## config.mk

```make
export PLATFORM = sky130hd
export DESIGN_NAME = stereo_mixer_seq
export DESIGN_NICKNAME = d
export VERILOG_FILES = /design/src/rtl/stereo_mixer_seq.sv
export SDC_FILE = /design/constraint.sdc
export NUM_CORES = 1
export LEC_CHECK = 0
export CAP_MARGIN = 10
export CELL_PAD_IN_SITES_DETAIL_PLACEMENT = 0
export CELL_PAD_IN_SITES_GLOBAL_PLACEMENT = 2
export CORE_UTILIZATION = 38
export CTS_BUF_LIST = sky130_fd_sc_hd__clkbuf_2
export CTS_CLUSTER_DIAMETER = 80
export CTS_CLUSTER_SIZE = 14
export DETAILED_ROUTE_END_ITERATION = 8
export PLACE_DENSITY = 0.95
export RECOVER_POWER = 50
export REMOVE_ABC_BUFFERS = 1
export SETUP_SLACK_MARGIN = 0.02
export SLEW_MARGIN = 5
export SYNTH_ARGS = -nofsm -noshare
export SYNTH_HDL_FRONTEND = slang
export SYNTH_SLANG_ARGS = --single-unit
```

## constraint.sdc

```tcl
create_clock -name clk_in -period 18.05 [get_ports clk_in]
set_clock_uncertainty 0.2 [all_clocks]
set_input_delay 2.7075 -clock clk_in [delete_from_list [all_inputs] [get_ports clk_in]]
set_output_delay 2.7075 -clock clk_in [all_outputs]
set_load 0.05 [all_outputs]
```

## src/rtl/stereo_mixer_seq.sv

```systemverilog
// Sequential stereo mixer: captures NUM_CH voices on a sample tick, accumulates one voice per
// cycle, then saturates and presents the left/right mix with a one-cycle valid strobe.
module stereo_mixer_seq #(
    parameter int unsigned NUM_CH         = 4,
    parameter int unsigned WIDTH          = 16,
    parameter int unsigned VOL_W          = 8,
    parameter int unsigned HEADROOM_SHIFT = 2
) (
    input  logic                      clk_in,
    input  logic                      rst_in,
    input  logic                      sample_valid_in,
    input  logic [NUM_CH*WIDTH-1:0]   note_data_in,
    input  logic [NUM_CH*2-1:0]       stereo_data_in,
    input  logic [NUM_CH*VOL_W-1:0]   vol_in,
    input  logic                      stereo_on,
    output logic [WIDTH-1:0]          sample_l,
    output logic [WIDTH-1:0]          sample_r,
    output logic                      sample_valid_out,
    output logic                      busy_out,
    output logic                      overrun_out
);

    localparam int unsigned PW = WIDTH + VOL_W + 1;
    localparam int unsigned AW = WIDTH + VOL_W + 1 + $clog2(NUM_CH) + 1;
    localparam int unsigned IW = (NUM_CH > 1) ? $clog2(NUM_CH) : 1;
    localparam int unsigned SH = VOL_W + HEADROOM_SHIFT;

    localparam logic signed [AW-1:0] SAT_MAX = {{(AW-WIDTH+1){1'b0}}, {(WIDTH-1){1'b1}}};
    localparam logic signed [AW-1:0] SAT_MIN = {{(AW-WIDTH+1){1'b1}}, {(WIDTH-1){1'b0}}};

    typedef enum logic [1:0] {StIdle, StAccum, StDone} state_e;

    state_e                     state_q, state_d;
    logic [IW-1:0]              idx_q, idx_d;
    logic signed [AW-1:0]       acc_l_q, acc_l_d, acc_r_q, acc_r_d;
    logic [NUM_CH*WIDTH-1:0]    note_q;
    logic [NUM_CH*2-1:0]        route_q;
    logic [NUM_CH*VOL_W-1:0]    vol_q;
    logic                       stereo_q;
    logic                       capture;
    logic [WIDTH-1:0]           sample_l_q, sample_r_q;
    logic                       valid_q, overrun_q;

    logic [WIDTH-1:0]           note_sel;
    logic [VOL_W-1:0]           vol_sel;
    logic [1:0]                 route_sel;
    logic signed [PW-1:0]       prod;

    // Floor via arithmetic shift, then clamp into the signed output range.
    function automatic logic [WIDTH-1:0] saturate(input logic signed [AW-1:0] a);
        logic signed [AW-1:0] s;
        s = a >>> SH;
        if (s > SAT_MAX) begin
            return SAT_MAX[WIDTH-1:0];
        end else if (s < SAT_MIN) begin
            return SAT_MIN[WIDTH-1:0];
        end
        return s[WIDTH-1:0];
    endfunction

    always_comb begin
        note_sel  = '0;
        vol_sel   = '0;
        route_sel = '0;
        for (int unsigned i = 0; i < NUM_CH; i++) begin
            if (idx_q == IW'(i)) begin
                note_sel  = note_q[i*WIDTH +: WIDTH];
                vol_sel   = vol_q[i*VOL_W +: VOL_W];
                route_sel = route_q[i*2 +: 2];
            end
        end
    end

    assign prod = PW'($signed(note_sel)) * PW'($signed({1'b0, vol_sel}));

    always_comb begin
        state_d = state_q;
        idx_d   = idx_q;
        acc_l_d = acc_l_q;
        acc_r_d = acc_r_q;
        capture = 1'b0;
        unique case (state_q)
            StIdle: begin
                if (sample_valid_in) begin
                    capture = 1'b1;
                    acc_l_d = '0;
                    acc_r_d = '0;
                    idx_d   = '0;
                    state_d = StAccum;
                end
            end
            StAccum: begin
                if (route_sel[1] || !stereo_q) acc_l_d = acc_l_q + AW'(prod);
                if (route_sel[0] || !stereo_q) acc_r_d = acc_r_q + AW'(prod);
                if (idx_q == IW'(NUM_CH - 1)) begin
                    state_d = StDone;
                end else begin
                    idx_d = idx_q + IW'(1);
                end
            end
            StDone: begin
                state_d = StIdle;
            end
            default: begin
                state_d = StIdle;
            end
        endcase
    end

    assign busy_out = (state_q != StIdle);

    always_ff @(posedge clk_in) begin
        if (rst_in) begin
            state_q    <= StIdle;
            idx_q      <= '0;
            acc_l_q    <= '0;
            acc_r_q    <= '0;
            note_q     <= '0;
            route_q    <= '0;
            vol_q      <= '0;
            stereo_q   <= 1'b0;
            sample_l_q <= '0;
            sample_r_q <= '0;
            valid_q    <= 1'b0;
            overrun_q  <= 1'b0;
        end else begin
            state_q   <= state_d;
            idx_q     <= idx_d;
            acc_l_q   <= acc_l_d;
            acc_r_q   <= acc_r_d;
            valid_q   <= (state_q == StDone);
            overrun_q <= overrun_q | (busy_out & sample_valid_in);
            if (capture) begin
                note_q   <= note_data_in;
                route_q  <= stereo_data_in;
                vol_q    <= vol_in;
                stereo_q <= stereo_on;
            end
            if (state_q == StDone) begin
                sample_l_q <= saturate(acc_l_q);
                sample_r_q <= saturate(acc_r_q);
            end
        end
    end

    assign sample_l         = sample_l_q;
    assign sample_r         = sample_r_q;
    assign sample_valid_out = valid_q;
    assign overrun_out      = overrun_q;

endmodule
```

== Word-level counts from Yosys, hierarchy flattened ==
Cells that the tools add are included.

* Add/sub/neg operators: 3
* Multipliers: 1
* $lt $le $gt $ge: 4
* Equality and inequality tests: 10
* Muxes and demuxes: 39
* Bitwise logic cells: 2
* Reduce and logical (&&, ||, !) cells: 11

{| class="wikitable"
|+ Operator list
! operator !! number
|-
| $mux 16 || 10
|-
| $pmux 28 s2 || 2
|-
| $mux 28 || 3
|-
| $add 28x25->28 || 2
|-
| $gt 18x16->1 const B || 2
|-
| $lt 18x16->1 const B || 2
|-
| $mux 8 || 4
|-
| $mul 16x9->25 || 1
|-
| $mux 2 || 8
|-
| $mux 1 || 10
|-
| $ne 2x2->1 const B || 5
|-
| $reduce_and 3->1 || 3
|-
| $pmux 2 s2 || 2
|-
| $eq 2x2->1 const B || 3
|-
| $eq 2x1->1 const B || 2
|-
| $logic_not 2->1 || 2
|-
| $reduce_bool 2->1 || 2
|-
| $add 2x1->2 const B || 1
|-
| $logic_or 1x1->1 || 2
|-
| $reduce_and 2->1 || 1
|-
| $and 1x1->1 || 1
|-
| $logic_not 1->1 || 1
|-
| $or 1x1->1 || 1
|}

* Flip-flop bits (word level): 199
* Output and inout port bits: 35
* Logic and storage cells: 82

== Longest topological paths before layout ==
* Depth in word-level cells: 9
* Depth in mapped cells: 42

== Worst setup path before layout ==
Ideal clock, no wire load.

* Path kind: reg2reg
* From: register idx_q[1]
* To: register acc_r_q[26]
* Library setup time: 0.122 ns
* Data arrival time: 7.707 ns
* Data required time: 17.728 ns
* Path slack: 10.022 ns
* Stages on the path, launching flop included: 37
* Clock period less this slack: 8.028 ns
* Cells stage by stage: dfxtp_1 -> inv_1 -> ha_1 -> clkbuf_1 -> clkbuf_1 -> buf_1 -> nor2_1 -> a21oi_1 -> nor2_1 -> a21oi_1 -> nor2_1 -> a21oi_1 -> nor2_1 -> fa_1 -> fa_1 -> fa_1 -> inv_1 -> fa_1 -> inv_1 -> ha_1 -> a21o_1 -> a21o_1 -> a2bb2oi_2 -> o31ai_1 -> o41ai_1 -> xnor2_1 -> ha_1 -> a21o_1 -> a21o_1 -> a21o_1 -> a21o_1 -> a21o_1 -> a21oi_1 -> nor2b_1 -> a311oi_1 -> nor4_1 -> a221o_1

* Cells in the longest elaborated chain, start to end: 9

{| class="wikitable"
|+ RTL lines
! element !! line !! text
|-
| start: declaration || 34 || <nowiki>logic [IW-1:0] idx_q, idx_d;</nowiki>
|-
| start signal: assignment || 128 || <nowiki>idx_q <= idx_d;</nowiki>
|-
| $logic_not 2->1 || 66 || <nowiki>if (idx_q == IW'(i)) begin</nowiki>
|-
| $mux 16 or $mux 8 (tied branches) (4 in a row) || 66 ||
|-
| $mul 16x9->25 || 74 || <nowiki>assign prod = PW'($signed(note_sel)) * PW'($signed({1'b0, vol_sel}));</nowiki>
|-
| $add 28x25->28 || 94 || <nowiki>if (route_sel[0] || !stereo_q) acc_r_d = acc_r_q + AW'(prod);</nowiki>
|-
| $mux 28 || 94 ||
|-
| $pmux 28 s2 || 82 || <nowiki>unique case (state_q)</nowiki>
|-
| end signal: assignment || 130 || <nowiki>acc_r_q <= acc_r_d;</nowiki>
|-
| end: declaration || 35 || <nowiki>logic signed [AW-1:0] acc_l_q, acc_l_d, acc_r_q, acc_r_d;</nowiki>
|}

Several ways; a longest one is shown, not always the timed one. The select of a mux whose other input is x is not followed.
A chain may end at the register's enable or synchronous reset.

== Worst setup path after layout ==
Same ends and word-level chain as after synthesis.

==> impl_metrics.tcl <==
set metrics [dict create \
    status "finished with violations" \
    violations "capacitance limit, slew limit" \
    drtIter0Drc 496 \
    leakagePower_nw 7.750 \
    max-cap-violations 4 \
    n_fill_cell 3982 \
    cpPeakStageDelay_ns 0.91 \
    fin_util 0.4389 \
    remaining_drc_errors 0 \
    crit_type "reg -> reg" \
    place_area_um2 16750 \
    crit_fanout 52 \
    grt_start_max_net_pins 97 \
    min_path_type "reg -> reg" \
    ios 143 \
    core_um2 38650 \
    postCtsSetupRepairBufs 0 \
    synth_top_area_cell "dfxtp_1" \
    seq_area_um2 3984 \
    cts_tree "yes" \
    cts_made_buffers 17 \
    setup_ws_ns 8.765 \
    die_area_um2 40050 \
    area_growth_pct 13.73 \
    synth_cell_types 67 \
    fp-row-count 72 \
    crit_path_start_kind "flop" \
    fin_setup_tns_ns 0 \
    slowest_stage "a21oi_1" \
    routed_via_density 4.997 \
    synth_area_um2 14920 \
    fin_cells 2559 \
    yosysSeqAreaShare 0.2671 \
    r2r_setup_slack_ns 8.77 \
    antenna_found_initial 1 \
    initial_utilization 0.3859 \
    via_count 12790 \
    wire_per_inst_um 14.11 \
    crit_top_cell "a21o_1" \
    final_antenna_net_count 0 \
    place_ws_ns 8.867 \
    clkSinkCount 199 \
    ys.warnings.count 0 \
    worst_pin_slew_ns 4.114 \
    mostFrequentLayoutCells "nand2_1, a21oi_1, nor2_1" \
    place.detailed.hpwl_um 27830 \
    multi_input_area_um2 9901 \
    cp-end-kind "flop" \
    layout-drive-gt1-share 0.03186 \
    ctsRootBufferMaster "clkbuf_2" \
    synthArstFlopShare 0 \
    synth_edf_count 0 \
    period_needed_ns 9.285 \
    clk_pin_slew_ns 0.31 \
    syn_avg_cell_area_um2 7.657 \
    fin_hold_ws_ns 0.2738 \
    die_h_um 200.1 \
    timing.final.crit_share 0.5144 \
    hold_violations 0 \
    io_buffer_count 142 \
    grt_usage 0.1860 \
    grt_pass1_wl_um 61650 \
    mostFrequentLayoutCell "nand2_1" \
    wl_um 36120 \
    final_area_um2 16960 \
    total_power_uw 920.8 \
    ys_seq_elements 199 \
    grt_pass1_vias 12760 \
    worstPathArrival_ns 9.90 \
    synth_top_area_frac 0.2671 \
    drv_slew 294 \
    relSlewSlack -1.743 \
    clkLatencyLatePin_ns 0.87 \
    syn-instance-count 1948 \
    cts_buffer_depth 2 \
    yosys-top-cells-area "dfxtp_1, fa_1, ha_1, a21oi_1, nand2_1" \
    htreeDepth 4 \
    finalSetupViolCount 0 \
    die_w_um 200.1 \
    rsz0062_at_grt "no" \
    nets 2347 \
    required_ns 18.66 \
    dr.pass1.iters 5 \
    cts_resized 0 \
    place_congestion 0.8953 \
    dp.cells 2526 \
    fmax_mhz 107.7 \
    vdd_drop_max_mv 0.03659 \
    synth-main-ff-cell "dfxtp_1" \
    powerDensity_nw_per_um2 54.28 \
    overflow 0 \
    hold_buffers 0 \
]
## registers in the layout, indices dropped and copies added (netlist names)
signal,count
note_q,64
vol_q,32
acc_l_q,28
acc_r_q,28
sample_l,16
sample_r,16
route_q,8
idx_q,2
state_q,2
overrun_out,1
sample_valid_out,1
stereo_q,1
## layout make-up
class | instances | share of cell area
repair buffers | 156 | 0.08895
inverters | 183 | 0.04057
clock inverters | 15 | 0.008630
diodes | 1 | 0.0001475
well taps | 518 | 0.03821
clock buffers | 17 | 0.005015
flip-flops and latches | 199 | 0.2348
multi-input cells | 1470 | 0.5836
## worst max-delay path: cells and delay by family, from the launching register on
family	cells	cell delay, ns
AO/OA/AOI/OAI	14	3.89
adder cells (fa/ha/maj)	7	2.78
AND/OR/NAND/NOR	7	0.90
buffers and inverters	6	0.82
flip-flops	1	0.41
XOR/XNOR	1	0.25
## power breakdown
group / internal (mW) / total (mW) / leakage (nW) / switching (mW)
Sequential: 0.460 / 0.472 / 1.62 / 0.0123
Clock: 0.0532 / 0.224 / 0.127 / 0.171
Combinational: 0.0897 / 0.224 / 6.00 / 0.135
## synth_stat cells (all sizes together) (3+ instances only)
cell	n
ha	108
o2111ai	3
dfxtp	199
nand2b	18
a211o	3
nor2	254
xnor2	37
nor2b	16
a21boi	6
nand3	22
a31oi	5
o31ai	5
clkbuf	87
mux2i	5
buf	9
o21a	12
o22ai	3
o31a	3
nand4	5
a21oi	264
o211ai	6
o21bai	6
or2	4
o21ai	42
or3	5
nor4	7
xor2	19
nand3b	6
nand2	329
inv	182
a22o	8
and3	7
fa	104
a21o	53
a211oi	10
nor3b	3
nor3	44
a22oi	23
## cell families (layout without fill, tap and decap cells)
kind of cell    count (synthesis)  count (layout)  share of synthesized area
compound gates                470             470                     0.1924
xor+xnor                       56              56                    0.03288
fa+ha+maj                     212             212                     0.2302
buf+inv                       279             371                    0.07030
flops                         199             199                     0.2671
mux                             7               7                   0.004865
other cells                     0               1                          0
simple gates                  725             725                     0.2022
## routing by layer
metal,GRT usage,up-vias,wire length [µm],share of wire
li1,-,6594,-,-
met1,0.2467,5938,17420,0.48
met2,0.3140,226,16860,0.47
met3,0.02701,30,1283,0.036
met4,0.05165,0,546,0.015
met5,0,-,0,0
## final timing paths
kind                                               from                        to  depth (start not counted)
worst min-delay path            note_q[22]$_SDFFE_PP0P_   note_q[22]$_SDFFE_PP0P_                          2
worst min register to register  note_q[22]$_SDFFE_PP0P_   note_q[22]$_SDFFE_PP0P_                          2
worst max-delay path              idx_q[1]$_SDFFE_PP0P_  acc_r_q[26]$_SDFFE_PP0P_                         35
worst max register to register    idx_q[1]$_SDFFE_PP0P_  acc_r_q[26]$_SDFFE_PP0P_                         35
(Power assumes the default switching activity.)
